<file path="config.mk">
export PLATFORM = sky130hd
export DESIGN_NAME = instr_fetch_queue
export DESIGN_NICKNAME = d
export VERILOG_FILES = /design/src/rtl/instr_fetch_queue.sv
export SDC_FILE = /design/constraint.sdc
export NUM_CORES = 1
export LEC_CHECK = 0
export ABC_CLOCK_PERIOD_IN_PS = 8550
export CORE_MARGIN = 3
export CORE_UTILIZATION = 33
export CTS_CLUSTER_SIZE = 40
export DETAILED_ROUTE_END_ITERATION = 16
export RECOVER_POWER = 100
export SKIP_CTS_REPAIR_TIMING = 1
export SLEW_MARGIN = 15
export SYNTH_ARGS = -nofsm -noshare
export SYNTH_HDL_FRONTEND = slang
export SYNTH_SLANG_ARGS = --single-unit
</file>
<file path="constraint.sdc">
create_clock -name clk -period 8.55 [get_ports clk]
set_input_delay 1.71 -clock clk [delete_from_list [all_inputs] [get_ports clk]]
set_output_delay 1.71 -clock clk [all_outputs]
set_load 0.1 [all_outputs]
</file>
<file path="src/rtl/instr_fetch_queue.sv">
// rtl/instr_fetch_queue.sv - instruction prefetch queue with single-outstanding fetch FSM
module instr_fetch_queue #(
  parameter int unsigned DEPTH      = 4,
  parameter logic [31:0] EXC_VECTOR = 32'h0000FFFC
) (
  input  logic        clk,
  input  logic        reset,
  input  logic        redirect,
  input  logic [31:0] redirect_pc,
  input  logic        exception,
  input  logic        stall,
  output logic        imem_req,
  output logic [31:0] imem_addr,
  input  logic        imem_ack,
  input  logic [31:0] imem_rdata,
  output logic        if_valid,
  output logic [31:0] if_pc,
  output logic [31:0] if_instr
);

  localparam int unsigned PW = $clog2(DEPTH);
  localparam int unsigned CW = PW + 1;
  localparam logic [CW-1:0] FULL = CW'(DEPTH);

  typedef enum logic [1:0] {
    S_IDLE,
    S_REQ,
    S_DROP
  } state_e;

  state_e        state_q, state_d;
  logic [31:0]   fetch_pc_q, fetch_pc_d;
  logic [31:0]   drop_addr_q, drop_addr_d;
  logic [CW-1:0] count_q, count_d;
  logic [PW-1:0] rd_ptr_q, rd_ptr_d;
  logic [PW-1:0] wr_ptr_q, wr_ptr_d;

  logic [31:0]   pc_mem    [DEPTH];
  logic [31:0]   instr_mem [DEPTH];

  logic          flush;
  logic          push;
  logic          pop;
  logic [CW-1:0] count_after_push;

  assign flush = redirect | exception;
  assign pop   = (count_q != '0) & ~stall & ~flush;
  // Data returning during a flush belongs to the old stream and is dropped.
  assign push  = (state_q == S_REQ) & imem_ack & ~flush & (count_q != FULL);
  // Occupancy after this cycle's push; decides whether to keep requesting.
  assign count_after_push = count_q + CW'(1) - CW'(pop);

  // Fetch FSM: next state, fetch PC and memory request outputs.
  always_comb begin
    state_d     = state_q;
    fetch_pc_d  = fetch_pc_q;
    drop_addr_d = drop_addr_q;
    imem_req    = 1'b0;
    imem_addr   = fetch_pc_q;
    case (state_q)
      S_IDLE: begin
        if (flush || (count_q != FULL)) begin
          state_d = S_REQ;
        end
      end
      S_REQ: begin
        imem_req = 1'b1;
        if (flush) begin
          // Without an ack the old request is still in flight; wait it out.
          if (!imem_ack) begin
            state_d     = S_DROP;
            drop_addr_d = fetch_pc_q;
          end
        end else if (push) begin
          fetch_pc_d = fetch_pc_q + 32'd4;
          state_d    = (count_after_push < FULL) ? S_REQ : S_IDLE;
        end
      end
      S_DROP: begin
        // Keep the abandoned request's address stable until memory answers.
        imem_req  = 1'b1;
        imem_addr = drop_addr_q;
        if (imem_ack) begin
          state_d = S_REQ;
        end
      end
      default: begin
        state_d = S_IDLE;
      end
    endcase
    if (exception) begin
      fetch_pc_d = EXC_VECTOR;
    end else if (redirect) begin
      fetch_pc_d = redirect_pc;
    end
  end

  // Queue occupancy and pointer next-state; a flush empties the queue.
  always_comb begin
    count_d  = count_q;
    rd_ptr_d = rd_ptr_q;
    wr_ptr_d = wr_ptr_q;
    if (flush) begin
      count_d  = '0;
      rd_ptr_d = '0;
      wr_ptr_d = '0;
    end else begin
      if (push) begin
        wr_ptr_d = wr_ptr_q + PW'(1);
      end
      if (pop) begin
        rd_ptr_d = rd_ptr_q + PW'(1);
      end
      count_d = count_q + CW'(push) - CW'(pop);
    end
  end

  // Control state registers.
  always_ff @(posedge clk or negedge reset) begin
    if (!reset) begin
      state_q     <= S_IDLE;
      fetch_pc_q  <= '0;
      drop_addr_q <= '0;
      count_q     <= '0;
      rd_ptr_q    <= '0;
      wr_ptr_q    <= '0;
    end else begin
      state_q     <= state_d;
      fetch_pc_q  <= fetch_pc_d;
      drop_addr_q <= drop_addr_d;
      count_q     <= count_d;
      rd_ptr_q    <= rd_ptr_d;
      wr_ptr_q    <= wr_ptr_d;
    end
  end

  // Entry storage; contents are don't-care until written.
  always_ff @(posedge clk) begin
    if (push) begin
      pc_mem[wr_ptr_q]    <= fetch_pc_q;
      instr_mem[wr_ptr_q] <= imem_rdata;
    end
  end

  assign if_valid = (count_q != '0);
  assign if_pc    = if_valid ? pc_mem[rd_ptr_q]    : '0;
  assign if_instr = if_valid ? instr_mem[rd_ptr_q] : '0;

endmodule

</file>
# Yosys cells after proc, flatten, opt, wreduce, memory -nomap -nowiden
# Memory sizes are Yosys's and may differ from the RTL's.
# Cells that the tools add are included.
# classes
addsub,7
order_cmp,1
eq_ne,8
muxes,23
n_bitwise,9
n_reduce_logical,11
# ops
op,count
2-to-1 mux 32 bit,8
"adder 32 x 3 -> 32 bit, second input constant",1
2-to-1 mux 2 bit,9
"!= test 3 bit, second input constant",4
nonzero test 3 bit,3
case mux 2 bit (3 select lines),1
AND reduction 3 bit,2
subtractor 3 x 1 -> 3 bit,2
AND 1 bit,5
"adder 2 x 1 -> 2 bit, second input constant",2
2-to-1 mux 1 bit,4
"!= test 2 bit, second input constant",2
AND reduction 4 bit,1
nonzero test 2 bit,2
adder 3 x 1 -> 3 bit,1
"adder 3 x 1 -> 3 bit, second input constant",1
"less-than comparator 3 bit, second input constant",1
2-to-1 mux 3 bit,1
inverter 1 bit,3
"== test 2 x 1 -> 1 bit, second input constant",1
"== test 2 bit, second input constant",1
logical NOT 2 bit,1
OR reduction 2 bit,1
logical OR 1 bit,1
bitwise OR 1 bit,1
# word_totals
regBits,73
ram_bits,256
inputBits,70
output_inout_bits,98
word_cells,67
mem_count,2
# memory_table
memory,depth,word_bits,read_ports,rd_ports_with_merged_regs,wr,line_no,text
instr_mem,4,32,1,0,1,39,logic [31:0] instr_mem [DEPTH];
pc_mem,4,32,1,0,1,38,logic [31:0] pc_mem [DEPTH];

# Longest topological paths before layout
# depth
ltp_word,9
depth_mapped,14
depth_no_buf,13

# Worst setup path before layout
# No wires, ideal clock.
# synth_path
kind,input-to-reg
start,in imem_ack
end,mem instr_mem[0][0] (enable)
setup_ps,429
t_arrival_ps,4001
t_required_ps,8121
setup_slack_ps,4120
path_stages,4
n_path_buf,1
path_cell_list,nand2_1 nor2_1 clkbuf_1 and3_1
# synth_via
elab_chain_len,5
# synth_rtl
item,line_no,text
"start, declared",14,"input logic imem_ack,"
AND 1 bit (3 in a row),49,assign push = (state_q == S_REQ) & imem_ack & ~flush & (count_q != FULL);
2-to-1 mux 1 bit,139,if (push) begin
2-to-1 mux 1 bit (not written as such),141,instr_mem[wr_ptr_q] <= imem_rdata;
"end, declared",39,
# Every way passes these cells.

# Final worst setup path
# layout_path
start,reg rd_ptr_q[1]
end,out if_pc[19]
# layout_via
elab_chain_len,2
# layout_rtl
item,line_no,text
"start, declared",35,"logic [PW-1:0] rd_ptr_q, rd_ptr_d;"
"start signal, assigned",132,rd_ptr_q <= rd_ptr_d;
memory read (4 x 32 bit),-,
2-to-1 mux 32 bit,146,assign if_pc = if_valid ? pc_mem[rd_ptr_q] : '0;
"end, declared",17,"output logic [31:0] if_pc,"
# Every way passes these cells.

==> results.toml <==
[critical_path]
startpoint_type = "flip-flop"
cp-endpoint = "if_pc[19]"
crit_chain = "mux4_2 > and2_1 > dlygate4sd3_1"
ff2ff_setup_slack_ns = 5.05
crit_buf_inv = 1
cp-startpoint = "rd_ptr_q[1]"
crit_path_end_kind = "output port"
worst_path_max_delay_cell = "dfrtp_1"
critical_path.top_delay_family = "flip-flops"
cpPeakStageDelay_ns = 2.49
path_max_fanout = 65
crit_required_ns = 6.84
worstPathArrival_ns = 5.09
worstSetupPathType = "reg2out"
r2r-end = "pc_mem[3][10]"
r2r_start = "state_q[1]"
reg2reg_depth = 7
cp_num_cells = 3

[sta]
max_freq_ghz = 0.1471
tightest_slew_ns = 3.871
period_share = 0.7951
hold_violations = 0
rsz0062_at_grt = "false"
clock_skew_ns = 0.01201
post-route-min-period_ns = 6.798
setup_violations = 0
max_slew_margin = -1.581
fin_tns_setup_ns = 0
setup_slack_ns = 1.752
slew_violations = 135

[synthesis]
synth_edf_count = 256
yosys.area.top_type = "edfxtp_1"
synthesis.nets = 882
yosys-mux-area-fraction = 0.1627
yosys.cell_types.count = 54
synthXorXnorAreaFrac = 0.01588
synth-compound-area-share = 0.02641
synth_async_sr_flop_share = 0.2219
synthAdderAreaFrac = 0.01144
synthCells = 800
avgSynthCellArea_um2 = 17.23
synth_most_common_cell = "edfxtp_1"
synthTopCellsByArea = "edfxtp_1 (56%), dfrtp_1 (13%), mux4_2 (10%), mux2_2 (5.3%), and2_1 (3.0%)"
synth_common_cells = "edfxtp_1 (256), dfrtp_1 (73), and2_1 (66)"
ys_seq_elements = 329
synth_top_family_by_area = "multiplexers"
synth_area_um2 = 13790
yosys_warnings = 0
synth-simple-area-share = 0.07597
ys.flop_type = "edfxtp_1"
yosysTopAreaCellShare = 0.5576
ys_seq_area_frac = 0.6901

[detailed_routing]
via_per_inst = 4.972
dr.pass1.iters = 5
drt-total-wl_um = 31580
drtIter0Drc = 588
drc = 0
ant_nets = 0
wire_per_inst_um = 20.60
vias = 7622

[global_route]
use_met1 = 0.2027
grt_pass1_vias = 7953
grt_max_degree = 69
use_met2 = 0.2261
met3_usage = 0.02679
grt_overflow_total = 0
grtUsageTotal = 0.1422
grt-busiest-layer = "met2"
grt_pass1_wl_um = 48420
antenna_found_initial = 0

[power]
p_leak_uw = 0.005975
ir_worst_vdd_mv = 0.2750
powerDensity_nw_per_um2 = 245.0

[clock_network]
cts_root_buf = "clkbuf_16"
cts_buffers = 37
path_clk_slew_ns = 0.06
htreeDepth = 2
clock_sinks = 329
clock_path_buffers = 3
cts_tree = "built"
clkLatencyLatePin_ns = 0.51

[placed_design]
dp_slack_ns = 3.388
routabilityCongestion = 0.8022
numPortBuffers = 167
hpwl_um = 19510

[status]
violations = "capacitance limit, slew limit"
status = "complete, but fails checks"

[die]
die-area_um2 = 44260
fp.dieH_um = 210.4
initial_core_util = 0.3361
die_w_um = 210.4
io_pins = 168
core_area_um2 = 41020
rows = 74

[layout]
multi_input_area_um2 = 4029
fill_cells = 3671
syn_to_final_growth_pct = 24.50
num-nets-final = 1057
regArea_um2 = 9518
drive_above_1_share = 0.1984

[run]
cap_violations = 2

[min_path]
hold_path_class = "reg2reg"
per-layer routing:
metal / share of wire / wire [µm]
met3: 0.053 / 1668
met4: 0.019 / 614
met1: 0.47 / 14730
met2: 0.46 / 14570
met5: 0 / 0
cell families after synthesis:
kind of cell | count (synthesis)
buffers and inverters | 56
muxes | 136
adders and majority gates | 12
DFF | 329
xor gates and xnor gates | 25
and+or+nand+nor | 185
AOI/OAI and AO/OA | 57
final cells by class:
class | instances | area share
multi-input combinational | 415 | 0.2347
sequential | 329 | 0.5546
timing repair buffer | 180 | 0.1018
clock inverter | 18 | 0.01094
tap | 532 | 0.03878
clock buffer | 44 | 0.05606
inverter | 12 | 0.002624
antenna | 3 | 0.0004374
flip-flops by register name, summed over array words and instances (netlist names):
signal       flops
instr_mem      128
pc_mem         128
drop_addr_q     32
fetch_pc_q      32
count_q          3
rd_ptr_q         2
state_q          2
wr_ptr_q         2
through the flow:
stage                     power, µW  area, µm²  cells    util  hold slack, ns
after global placement         2744      16050   1468  0.3914          0.4834
after CTS                      4294      17200   1530  0.4194          0.5030
after detailed placement       2754      16050   1468  0.3914          0.4903
after floorplan                2527      13790    800       -          0.4710
final                          4204      17160   1533  0.4184          0.4985
after global routing           4385      17160   1530  0.4182          0.5125
cells in the final DEF (no fill, tap or decap), types with 7 or more instances in the layout:
master / Yosys / layout
clkbuf_16: 0 / 37
edfxtp_1: 256 / 256
o21ai_0: 13 / 13
nand4_1: 8 / 8
mux4_2: 64 / 64
nor3_1: 7 / 7
inv_1: 11 / 11
clkdlybuf4s50_1: 0 / 37
nand3_1: 14 / 14
and2_1: 66 / 65
clkinv_1: 0 / 7
nor2_1: 30 / 30
mux2_2: 65 / 65
xor2_1: 18 / 18
ha_1: 11 / 11
mux2i_1: 7 / 7
buf_4: 1 / 9
dfrtp_1: 73 / 72
clkbuf_1: 26 / 11
nand2_1: 27 / 27
a211oi_1: 7 / 7
dlygate4sd3_1: 0 / 129
xnor2_1: 7 / 7
a21oi_1: 17 / 17
worst min path at each step:
stage | start | endpoint | slack [ns] | cells after the start
finish | drop_addr_q[11] | drop_addr_q[11] | 0.50 | 1
global route | drop_addr_q[20] | drop_addr_q[20] | 0.51 | 1
CTS | drop_addr_q[5] | drop_addr_q[5] | 0.50 | 1
detailed placement | drop_addr_q[15] | drop_addr_q[15] | 0.49 | 1
global placement | drop_addr_q[13] | drop_addr_q[13] | 0.48 | 1
floorplan | fetch_pc_q[12] | pc_mem[0][12] | 0.47 | 0
power breakdown:
group / internal (µW) / leakage (µW) / switching (µW)
clock: 918 / 0.000562 / 598
sequential: 1840 / 0.00318 / 77.7
combinational: 246 / 0.00224 / 529
(Power assumes the default switching activity.)
